<file path="src/rtl/case_decode_pkg.sv">
`default_nettype none
// ============================================================================
// Module      : case_decode_pkg
// Description : Shared FSM encodings and decode constants for the shared
//               case-decoder arbiter.
// Revision    : 1.0 - initial release
// ============================================================================
package case_decode_pkg;

    typedef logic [1:0] state_t;

    localparam state_t ST_IDLE   = 2'd0;
    localparam state_t ST_DECODE = 2'd1;
    localparam state_t ST_HOLD   = 2'd2;

    localparam logic [2:0] CODE_0 = 3'b000;
    localparam logic [2:0] CODE_1 = 3'b001;
    localparam logic [2:0] CODE_2 = 3'b010;

    localparam int DEFAULT_RES_C = 9;
    localparam int GRANT_CNT_W   = 8;

endpackage : case_decode_pkg
`default_nettype wire

</file>
<file path="src/rtl/rr_arbiter.sv">
`default_nettype none
// ============================================================================
// Module      : rr_arbiter
// Description : Combinational round-robin pick; search starts one past the
//               previous winner and wraps modulo NUM_REQ.
// Revision    : 1.0 - initial release
// ============================================================================
module rr_arbiter #(
    parameter int NUM_REQ = 3,
    parameter int IDX_W   = (NUM_REQ > 1) ? $clog2(NUM_REQ) : 1
) (
    input  logic [NUM_REQ-1:0] i_req,
    input  logic [IDX_W-1:0]   i_last_grant,
    output logic [NUM_REQ-1:0] o_grant,
    output logic [IDX_W-1:0]   o_grant_idx
);

    logic w_found;
    int   w_pos;

    always_comb begin
        o_grant     = '0;
        o_grant_idx = '0;
        w_found     = 1'b0;
        w_pos       = 0;
        for (int off = 1; off <= NUM_REQ; off++) begin
            w_pos = int'(i_last_grant) + off;
            if (w_pos >= NUM_REQ) begin
                w_pos = w_pos - NUM_REQ;
            end
            if (!w_found && i_req[IDX_W'(w_pos)]) begin
                w_found                   = 1'b1;
                o_grant[IDX_W'(w_pos)]    = 1'b1;
                o_grant_idx               = IDX_W'(w_pos);
            end
        end
    end

endmodule : rr_arbiter
`default_nettype wire

</file>
<file path="src/rtl/case_decode_arbiter.sv">
`default_nettype none
// ============================================================================
// Module      : case_decode_arbiter
// Description : Round-robin sharing of one registered 3-bit case decoder among
//               NUM_REQ requesters. Optional grant counters: CASE_DECODE_ARB_STATS_EN.
// Revision    : 1.0 - initial release
// ============================================================================
module case_decode_arbiter
    import case_decode_pkg::*;
#(
    parameter int NUM_REQ     = 3,
    parameter int CODE_W      = 3,
    parameter int RES_W       = 4,
    parameter int DEFAULT_RES = DEFAULT_RES_C,
    parameter int IDX_W       = (NUM_REQ > 1) ? $clog2(NUM_REQ) : 1
) (
    input  logic                           i_Clk,
    input  logic                           i_Rst_n,
    input  logic [NUM_REQ-1:0]             i_Req_Valid,
    input  logic [NUM_REQ*CODE_W-1:0]      i_Req_Code,
    output logic [NUM_REQ-1:0]             o_Req_Ready,
    output logic                           o_Res_Valid,
    output logic [RES_W-1:0]               o_Res_Data,
    output logic [IDX_W-1:0]               o_Res_Id,
    input  logic                           i_Res_Ready,
    output logic [NUM_REQ*GRANT_CNT_W-1:0] o_Grant_Cnt
);

    state_t             r_state;
    logic [IDX_W-1:0]   r_last_grant;
    logic [IDX_W-1:0]   r_id;
    logic [CODE_W-1:0]  r_code;
    logic               r_res_valid;
    logic [RES_W-1:0]   r_res_data;
    logic [IDX_W-1:0]   r_res_id;

    logic [NUM_REQ-1:0] w_grant;
    logic [IDX_W-1:0]   w_grant_idx;
    logic [CODE_W-1:0]  w_sel_code;
    logic [RES_W-1:0]   w_dec;
    logic               w_arb_en;

    rr_arbiter #(
        .NUM_REQ (NUM_REQ),
        .IDX_W   (IDX_W)
    ) u_rr_arbiter (
        .i_req        (i_Req_Valid),
        .i_last_grant (r_last_grant),
        .o_grant      (w_grant),
        .o_grant_idx  (w_grant_idx)
    );

    // Ready is only offered while arbitrating and never during reset.
    assign w_arb_en    = i_Rst_n && (r_state == ST_IDLE);
    assign o_Req_Ready = w_arb_en ? w_grant : '0;
    assign w_sel_code  = i_Req_Code[w_grant_idx*CODE_W +: CODE_W];

    // Upper code bits take part in the compare, so any non-zero high bit falls to default.
    always_comb begin
        w_dec = RES_W'(DEFAULT_RES);
        case (r_code)
            CODE_W'(CODE_0): w_dec = RES_W'(0);
            CODE_W'(CODE_1): w_dec = RES_W'(1);
            CODE_W'(CODE_2): w_dec = RES_W'(2);
            default:         w_dec = RES_W'(DEFAULT_RES);
        endcase
    end

    always_ff @(posedge i_Clk) begin
        if (!i_Rst_n) begin
            r_state      <= ST_IDLE;
            r_last_grant <= IDX_W'(NUM_REQ - 1);
            r_id         <= '0;
            r_code       <= '0;
            r_res_valid  <= 1'b0;
            r_res_data   <= '0;
            r_res_id     <= '0;
        end else begin
            case (r_state)
                ST_IDLE: begin
                    if (|w_grant) begin
                        r_code       <= w_sel_code;
                        r_id         <= w_grant_idx;
                        r_last_grant <= w_grant_idx;
                        r_state      <= ST_DECODE;
                    end
                end
                ST_DECODE: begin
                    r_res_data  <= w_dec;
                    r_res_id    <= r_id;
                    r_res_valid <= 1'b1;
                    r_state     <= ST_HOLD;
                end
                ST_HOLD: begin
                    if (i_Res_Ready) begin
                        r_res_valid <= 1'b0;
                        r_state     <= ST_IDLE;
                    end
                end
                default: begin
                    r_res_valid <= 1'b0;
                    r_state     <= ST_IDLE;
                end
            endcase
        end
    end

    assign o_Res_Valid = r_res_valid;
    assign o_Res_Data  = r_res_data;
    assign o_Res_Id    = r_res_id;

`ifdef CASE_DECODE_ARB_STATS_EN
    generate
        for (genvar k = 0; k < NUM_REQ; k++) begin : g_grant_cnt
            logic [GRANT_CNT_W-1:0] r_cnt;

            always_ff @(posedge i_Clk) begin
                if (!i_Rst_n) begin
                    r_cnt <= '0;
                end else if (o_Req_Ready[k] && i_Req_Valid[k] && (r_cnt != {GRANT_CNT_W{1'b1}})) begin
                    r_cnt <= r_cnt + 1'b1;
                end
            end

            assign o_Grant_Cnt[k*GRANT_CNT_W +: GRANT_CNT_W] = r_cnt;
        end
    endgenerate
`else
    assign o_Grant_Cnt = '0;
`endif

endmodule : case_decode_arbiter
`default_nettype wire
</file>
<file path="config.mk">
export PLATFORM = sky130hd
export DESIGN_NAME = case_decode_arbiter
export DESIGN_NICKNAME = d
export VERILOG_FILES = /design/src/rtl/case_decode_pkg.sv /design/src/rtl/rr_arbiter.sv /design/src/rtl/case_decode_arbiter.sv
export SDC_FILE = /design/constraint.sdc
export NUM_CORES = 1
export LEC_CHECK = 0
export CELL_PAD_IN_SITES_DETAIL_PLACEMENT = 1
export CELL_PAD_IN_SITES_GLOBAL_PLACEMENT = 2
export CORE_MARGIN = 2
export CORE_UTILIZATION = 25
export DETAILED_ROUTE_END_ITERATION = 10
export PLACE_DENSITY = 0.85
export SLEW_MARGIN = 20
export SYNTH_ARGS = -nofsm -noshare
export SYNTH_HDL_FRONTEND = slang
export SYNTH_SLANG_ARGS = --single-unit
export TNS_END_PERCENT = 1
</file>
<file path="constraint.sdc">
create_clock -name i_Clk -period 7.5 [get_ports i_Clk]
set_input_delay 1.875 -clock i_Clk [delete_from_list [all_inputs] [get_ports i_Clk]]
set_output_delay 1.875 -clock i_Clk [all_outputs]
set_load 0.01 [all_outputs]
</file>
==> summary.md, run 1 <==
| Metric | Value |
|---|---|
| Max clock buf depth | 2 |
| Synthesized area | 0.00117 mm² |
| Crit path cell chain | clkdlybuf4s50_1 -> nor3b_1 -> a21oi_4 -> and4_2 -> nor2_1 -> nor2_1 -> clkdlybuf4s50_1 |
| Post-DR vias/cell | 4.48 |
| Seq cells post-synth | 14 |
| Hpwl dp | 2090 µm |
| DRC viols | 0 |
| Post-synth top area share | 0.240 |
| LEAKAGE | 0.606 nW |
| Area growth, synth to finish | 18.3% |
| Core Area | 0.00441 mm² |
| Total gr overflow | 0 |
| Cell count after synthesis | 137 |
| Async set-reset flop share out of synthesis | 0 |
| Crit end category | primary output |
| Tcrit/Tclk final | 0.801 |
| Largest net degree at the start of global routing | 17 |
| Vias | 940 |
| Worst clock skew | 1.79 ps |
| Worst path required time | 5620 ps |
| CTS buffer count | 3 |
| Post-Route WL | 2550 µm |
| Clock transition at path regs | 50 ps |
| DRT antenna net count | 0 |
| Area contributors post-synth | dfxtp_1, buf_4, ha_1 |
| Layout cells sized above 1 | 0.101 |
| Count of different cell masters after synthesis | 42 |
| CP startpoint kind | input pin |
| Fin nets | 181 |
| Post-synth EDFFs | 0 |
| All-Layer GR Usage | 0.0993 |
| Syn Area/Cell | 8.52 µm² |
| Slew @ Worst Pin | 620 ps |
| Clock Tree Root | clkbuf_8 |
| DRT Pass-1 Iters | 2 |
| Final core utilization | 0.313 |
| Worst rel slew slack | 0.586 |
| I/O Pins | 49 |
| Ant. Diodes | 0 |
| Global placer's final weighted congestion | 0.924 |
| Post-CTS setup buffers | 0 |
| Setup ws final | 1490 ps |
| Max_cap viols | 0 |
| Setup-failing EPs final | 0 |
| Routed wire per std cell | 12.2 µm |
| CP peak stage delay | 540 ps |
| CTS H-tree lvls | 1 |
| Initial core utilization | 0.264 |
| First-pass GRT wire length | 4220 µm |
| Status | complete, no violations |
| DIE AREA | 0.00523 mm² |
| Synth Warn # | 0 |
| Pwr/cell area | 404 mW/mm² |
| Slew Limit Fails | 0 |
| CP max-delay cell | nor3b_1 |
| Die H | 72.3 µm |
| Pre-CTS setup slack | 1490 ps |
| Row count | 24 |
| Worst-skew pair later-pin latency | 240 ps |
| Arr. time, crit path | 4130 ps |
| Post-cts sizing count | 0 |
| CP Max Fanout | 7 |
| Top cell type by total area after synthesis | dfxtp_1 |
| TNS Setup | 0 ps |
| Register area share after synthesis | 0.240 |
| First DRT Iteration DRCs | 57 |
| Dominant synthesized flop cell | dfxtp_1 |
| Tightest Hold Check Type | register to register |
| CTS tree | yes |
| Number of global-route vias before repair | 919 |
| WHS | 476 ps |
| Initial antenna violation count | 0 |
| CTS sink cnt | 14 |
| Tmin final | 6010 ps |
| Peak supply drop | 0.000105 V |
| Final Hold Vio Count | 0 |
| Port buffer count | 23 |
| Post-synth top cells | buf_4, dfxtp_1, nand2_1, nor2_1, o21ai_0 |
| RSZ-0062 raised after global routing | no |
| Die width | 72.3 µm |
| Fmax | 0.167 GHz |
| Cts hold-fix bufs | 0 |
| Cell with the most instances after synthesis | buf_4 |
| Crit path kind | input pin to primary output |
where the power goes:
part / switching, W / internal [W] / leakage [nW]
Clock: 0.0000240 / 0.0000354 / 0.0216
Combinational: 0.000202 / 0.000167 / 0.470
Sequential: 0.0000277 / 0.000101 / 0.115
Total: 0.000254 / 0.000304 / 0.606
logic make-up (layout without fill, tap and decap cells):
| kind of cell | after synthesis | count (layout) | synth area share |
|---|---|---|---|
| adder cells (fa/ha/maj) | 6 | 6 | 0.0643 |
| flip-flops | 14 | 14 | 0.240 |
| other | 1 | 25 | 0.00321 |
| XOR/XNOR | 1 | 1 | 0.00750 |
| AO/OA/AOI/OAI | 33 | 33 | 0.237 |
| multiplexers | 8 | 8 | 0.0740 |
| buffers and inverters | 34 | 31 | 0.198 |
| AND/OR/NAND/NOR | 40 | 40 | 0.176 |
path summary, 6_finish.rpt:
check	cells past startpoint	endpoint	startpoint	slack (ps)
setup / recovery	7	o_Req_Ready[1]	i_Req_Valid[1]	1490
hold / removal	2	r_code[1]$_SDFFE_PN0P_	r_code[1]$_SDFFE_PN0P_	480
setup reg to reg	9	r_id[1]$_SDFFE_PN0P_	r_last_grant[0]$_SDFFE_PN0P_	4320
hold reg to reg	2	r_code[1]$_SDFFE_PN0P_	r_code[1]$_SDFFE_PN0P_	480
cell usage in the layout (no fill, tap or decap), drive strengths merged:
cell | netlist | routed
a21bo | 1 | 1
a21boi | 3 | 3
a21o | 1 | 1
a21oi | 4 | 4
a2bb2oi | 2 | 2
a311o | 1 | 1
a311oi | 1 | 1
a31o | 2 | 2
a32oi | 1 | 1
a41o | 1 | 1
and2 | 1 | 1
and3 | 2 | 2
and4 | 1 | 1
clkbuf | 4 | 3
clkdlybuf4s50 | 0 | 23
conb | 1 | 25
dfxtp | 14 | 14
ha | 6 | 6
inv | 5 | 5
mux2 | 2 | 2
mux2i | 6 | 6
nand2 | 12 | 12
nand2b | 2 | 2
nand3 | 6 | 6
nor2 | 8 | 8
nor2b | 5 | 5
nor3b | 1 | 1
o211a | 2 | 2
o21ai | 9 | 9
o22a | 1 | 1
o22ai | 3 | 3
o2bb2ai | 1 | 1
or2 | 1 | 1
or3b | 1 | 1
xnor2 | 1 | 1
metal layers:
metal  global-route usage  part of all wire
met3               0.0181             0.052
met2                0.188              0.54
met1                0.116              0.40
met4               0.0189            0.0067
met5                    0                 0
worst max-delay path: cells and delay by family:
kind / cells / cell delay [ps]
buffers and inverters: 2 / 1010
and+or+nand+nor: 4 / 1140
AOI/OAI and AO/OA: 1 / 100
sequential cells by signal, summed over array words and instances, names as in the netlist:
signal / count
r_state: 2
o_Res_Data: 3
r_code: 3
o_Res_Id: 2
r_id: 1
o_Res_Valid: 1
r_last_grant: 2
through the flow:
stage	total power [W]	std cells	area, µm²
floorplan	0.000425	161	1260
global placement	0.000485	207	1340
detailed placement	0.000500	207	1340
CTS	0.000561	210	1380
global route	0.000609	210	1380
finish	0.000558	210	1380
layout make-up:
cell class,count,area (µm²)
fill,538,3030
multi-input combinational,113,746
sequential,14,280
timing repair buffer,23,230
tap,52,65.1
clock buffer,3,41.3
inverter,5,18.8
Power figures use the tool's default switching activity.
==> run 2: changes to the inputs <==
--- a/config.mk
+++ b/config.mk
@@ -8,9 +8,9 @@
 export CELL_PAD_IN_SITES_DETAIL_PLACEMENT = 1
 export CELL_PAD_IN_SITES_GLOBAL_PLACEMENT = 2
 export CORE_MARGIN = 2
-export CORE_UTILIZATION = 25
+export CORE_UTILIZATION = 23
 export DETAILED_ROUTE_END_ITERATION = 10
-export PLACE_DENSITY = 0.85
+export PLACE_DENSITY = 0.79
 export SLEW_MARGIN = 20
 export SYNTH_ARGS = -nofsm -noshare
 export SYNTH_HDL_FRONTEND = slang
==> constraint.sdc (replaced) <==
create_clock -name i_Clk -period 6.2 [get_ports i_Clk]
set_input_delay 1.55 -clock i_Clk [delete_from_list [all_inputs] [get_ports i_Clk]]
set_output_delay 1.55 -clock i_Clk [all_outputs]
set_load 0.01 [all_outputs]
==> run 2 against run 1 <==
  * Sequential share of layout area fell by 0.47 points
  * Worst setup slack got worse by 650 ps
  * Sequential power rose by 19%
  * Critical path type unchanged
  * Final cell count rose by 7.6%
  * Design area rose by 2.4%
  * Critical endpoint unchanged
  * Critical path depth did not move
  * Register-to-register slack got worse by 1300 ps
  * Combinational power rose by 21%
  * Clock power rose by 49%
  * Global-route usage fell by 0.96 points
  * Via count fell by 0.64%
==> summary.md, run 2 (synthesized netlist as in run 1, its figures left out) <==
| Metric | Value |
|---|---|
| Post-Route WL | 2380 µm (-6.6%) |
| Initial core utilization | 0.242 (-0.0221) |
| Arr. time, crit path | 3800 ps (-330 ps) |
| Setup ws final | 846 ps (-649 ps) |
| Tcrit/Tclk final | 0.864 |
| DRT antenna net count | 0 (unchanged) |
| Tmin final | 5350 ps |
| Worst clock skew | 0.555 ps (-1.23 ps) |
| Setup-failing EPs final | 0 (unchanged) |
| CP Max Fanout | 7 (unchanged) |
| Worst rel slew slack | 0.564 (-0.0218) |
| LEAKAGE | 0.614 nW (+1.2%) |
| Area growth, synth to finish | 21.1% |
| TNS Setup | 0 ps (unchanged) |
| Largest net degree at the start of global routing | 17 (unchanged) |
| Post-cts sizing count | 0 (unchanged) |
| Die width | 75.2 µm (+4.0%) |
| Post-CTS setup buffers | 0 (unchanged) |
| Worst path required time | 4650 ps (-970 ps) |
| Total gr overflow | 0 (unchanged) |
| Crit path kind | input pin to primary output |
| Initial antenna violation count | 0 (unchanged) |
| Crit end category | primary output |
| Fill cells | 575 (+6.9%) |
| Switch share | 0.448 (-0.00778) |
| Placed Area | 0.00136 mm² (+1.4%) |
| Flop pwr share | 0.224 (-0.007) |
| RSZ-0062 raised after global routing | no |
| Clock transition at path regs | 60 ps (about the same) |
| Fmax | 0.187 GHz |
| CTS H-tree lvls | 1 (unchanged) |
| Max_cap viols | 0 (unchanged) |
| Slew @ Worst Pin | 653 ps (+32.7 ps) |
| Core Area | 0.00482 mm² (+9.1%) |
| Commonest non-fill, non-tap cell in the layout | conb_1 |
| Slew Limit Fails | 0 (unchanged) |
| Final Hold Vio Count | 0 (unchanged) |
| CTS buffer count | 3 (unchanged) |
| CP startpoint kind | input pin |
| I/O Pins | 49 (unchanged) |
| Routed wire per std cell | 10.5 µm (-13%) |
| Port buffer count | 23 (unchanged) |
| Post-DR vias/cell | 4.13 (-7.7%) |
| Pre-CTS setup slack | 841 ps (-646 ps) |
| Cts hold-fix bufs | 0 (unchanged) |
| Switching pwr | 0.000308 W (+21%) |
| CTS sink cnt | 14 (unchanged) |
| Post-Layout Inst Area | 0.00141 mm² (+2.4%) |
| Worst-skew pair later-pin latency | 240 ps (about the same) |
| Max clock buf depth | 2 (unchanged) |
| Pwr/cell area | 487 mW/mm² (+21%) |
| Status | complete, no violations |
| Global placer's final weighted congestion | 0.839 (-9.2%) |
| Peak supply drop | 0.000147 V (+39%) |
| First DRT Iteration DRCs | 43 (-25%) |
| DRC viols | 0 (unchanged) |
| Row count | 25 (+4.2%) |
| Combinational cell fraction of total power | 0.647 (-0.016) |
| Layout cells sized above 1 | 0.107 (+0.00565) |
| Ant. Diodes | 0 (unchanged) |
| CTS tree | yes |
| Number of global-route vias before repair | 848 (-7.7%) |
| Fin nets | 181 (unchanged) |
| Tightest Hold Check Type | register to register |
| Clock power frac | 0.128 (+0.021) |
| Final core utilization | 0.294 (-0.0194) |
| Die H | 75.2 µm (+4.0%) |
| Vias | 934 (-0.64%) |
| Clock Tree Root | clkbuf_8 |
| DRT Pass-1 Iters | 4 (+2) |
| All-Layer GR Usage | 0.0897 (-0.00965) |
| Int Power | 0.000380 W (+25%) |
| Most frequent cells in the layout | conb_1, clkdlybuf4s50_1, dfxtp_1 |
| Hpwl dp | 1910 µm (-8.3%) |
| First-pass GRT wire length | 3880 µm (-8.0%) |
| DIE AREA | 0.00566 mm² (+8.2%) |
run 2: cell types whose count changed in the layout (fill, tap and decap cells not counted), sizes merged:
cell / previous run / this run
clkbuf: 3 / 4
run 2: worst paths after layout:
kind | startpoint | to | slack (ps) | depth (start not counted)
max | i_Req_Valid[1] | o_Req_Ready[1] | 850 | 7
min | r_id[1]$_SDFFE_PN0P_ | r_id[1]$_SDFFE_PN0P_ | 460 | 2
max reg2reg | r_last_grant[0]$_SDFFE_PN0P_ | r_code[1]$_SDFFE_PN0P_ | 3000 | 8
min reg2reg | r_id[1]$_SDFFE_PN0P_ | r_id[1]$_SDFFE_PN0P_ | 460 | 2
run 2: critical path: stages:
cell             delay, ps
clkdlybuf4s50_1        540
nor3b_1                530
a21oi_4                100
a41o_1                 270
nor2_1                 260
nor2_1                  70
clkdlybuf4s50_1        490
run 2: layer usage:
metal	up-vias	track usage	part of all wire
met3	2	0.0295	0.070
li1	470	-	-
met4	0	0.0175	0.0071
met1	429	0.114	0.45
met2	33	0.149	0.47
met5	-	0	0
run 2: through the flow:
| step | std cells | hold WS (ps) | total power (W) |
|---|---|---|---|
| after floorplan | 161 | 428 | 0.000514 |
| final | 226 | 461 | 0.000688 |
| after global routing | 226 | 500 | 0.000755 |
| after CTS | 226 | 471 | 0.000698 |
| after global placement | 222 | 458 | 0.000604 |
| after detailed placement | 222 | 463 | 0.000606 |
run 2: power by group through the flow:
stage / registers (W) / clock network (W) / logic (W)
global placement: 0.000158 / 0 / 0.000447
floorplan: 0.000148 / 0 / 0.000366
global route: 0.000162 / 0.0000964 / 0.000497
CTS: 0.000156 / 0.0000907 / 0.000452
detailed placement: 0.000157 / 0 / 0.000449
finish: 0.000154 / 0.0000884 / 0.000445
run 2: final cells by class:
| cell class | instances | area (µm²) | share of cell area |
|---|---|---|---|
| repair buffers | 23 | 230 | 0.163 |
| inverters | 5 | 18.8 | 0.0133 |
| multi-input cells | 113 | 746 | 0.527 |
| clock buffers | 4 | 55.1 | 0.0389 |
| flip-flops and latches | 14 | 280 | 0.198 |
| well taps | 67 | 83.8 | 0.0593 |
==> run 3: changes to the inputs <==
--- a/config.mk
+++ b/config.mk
@@ -11,7 +11,6 @@
 export CORE_UTILIZATION = 23
 export DETAILED_ROUTE_END_ITERATION = 10
 export PLACE_DENSITY = 0.79
-export SLEW_MARGIN = 20
 export SYNTH_ARGS = -nofsm -noshare
 export SYNTH_HDL_FRONTEND = slang
 export SYNTH_SLANG_ARGS = --single-unit
==> results of run 3 <==
Final layout, timing and power as in run 2 (identical DEF).
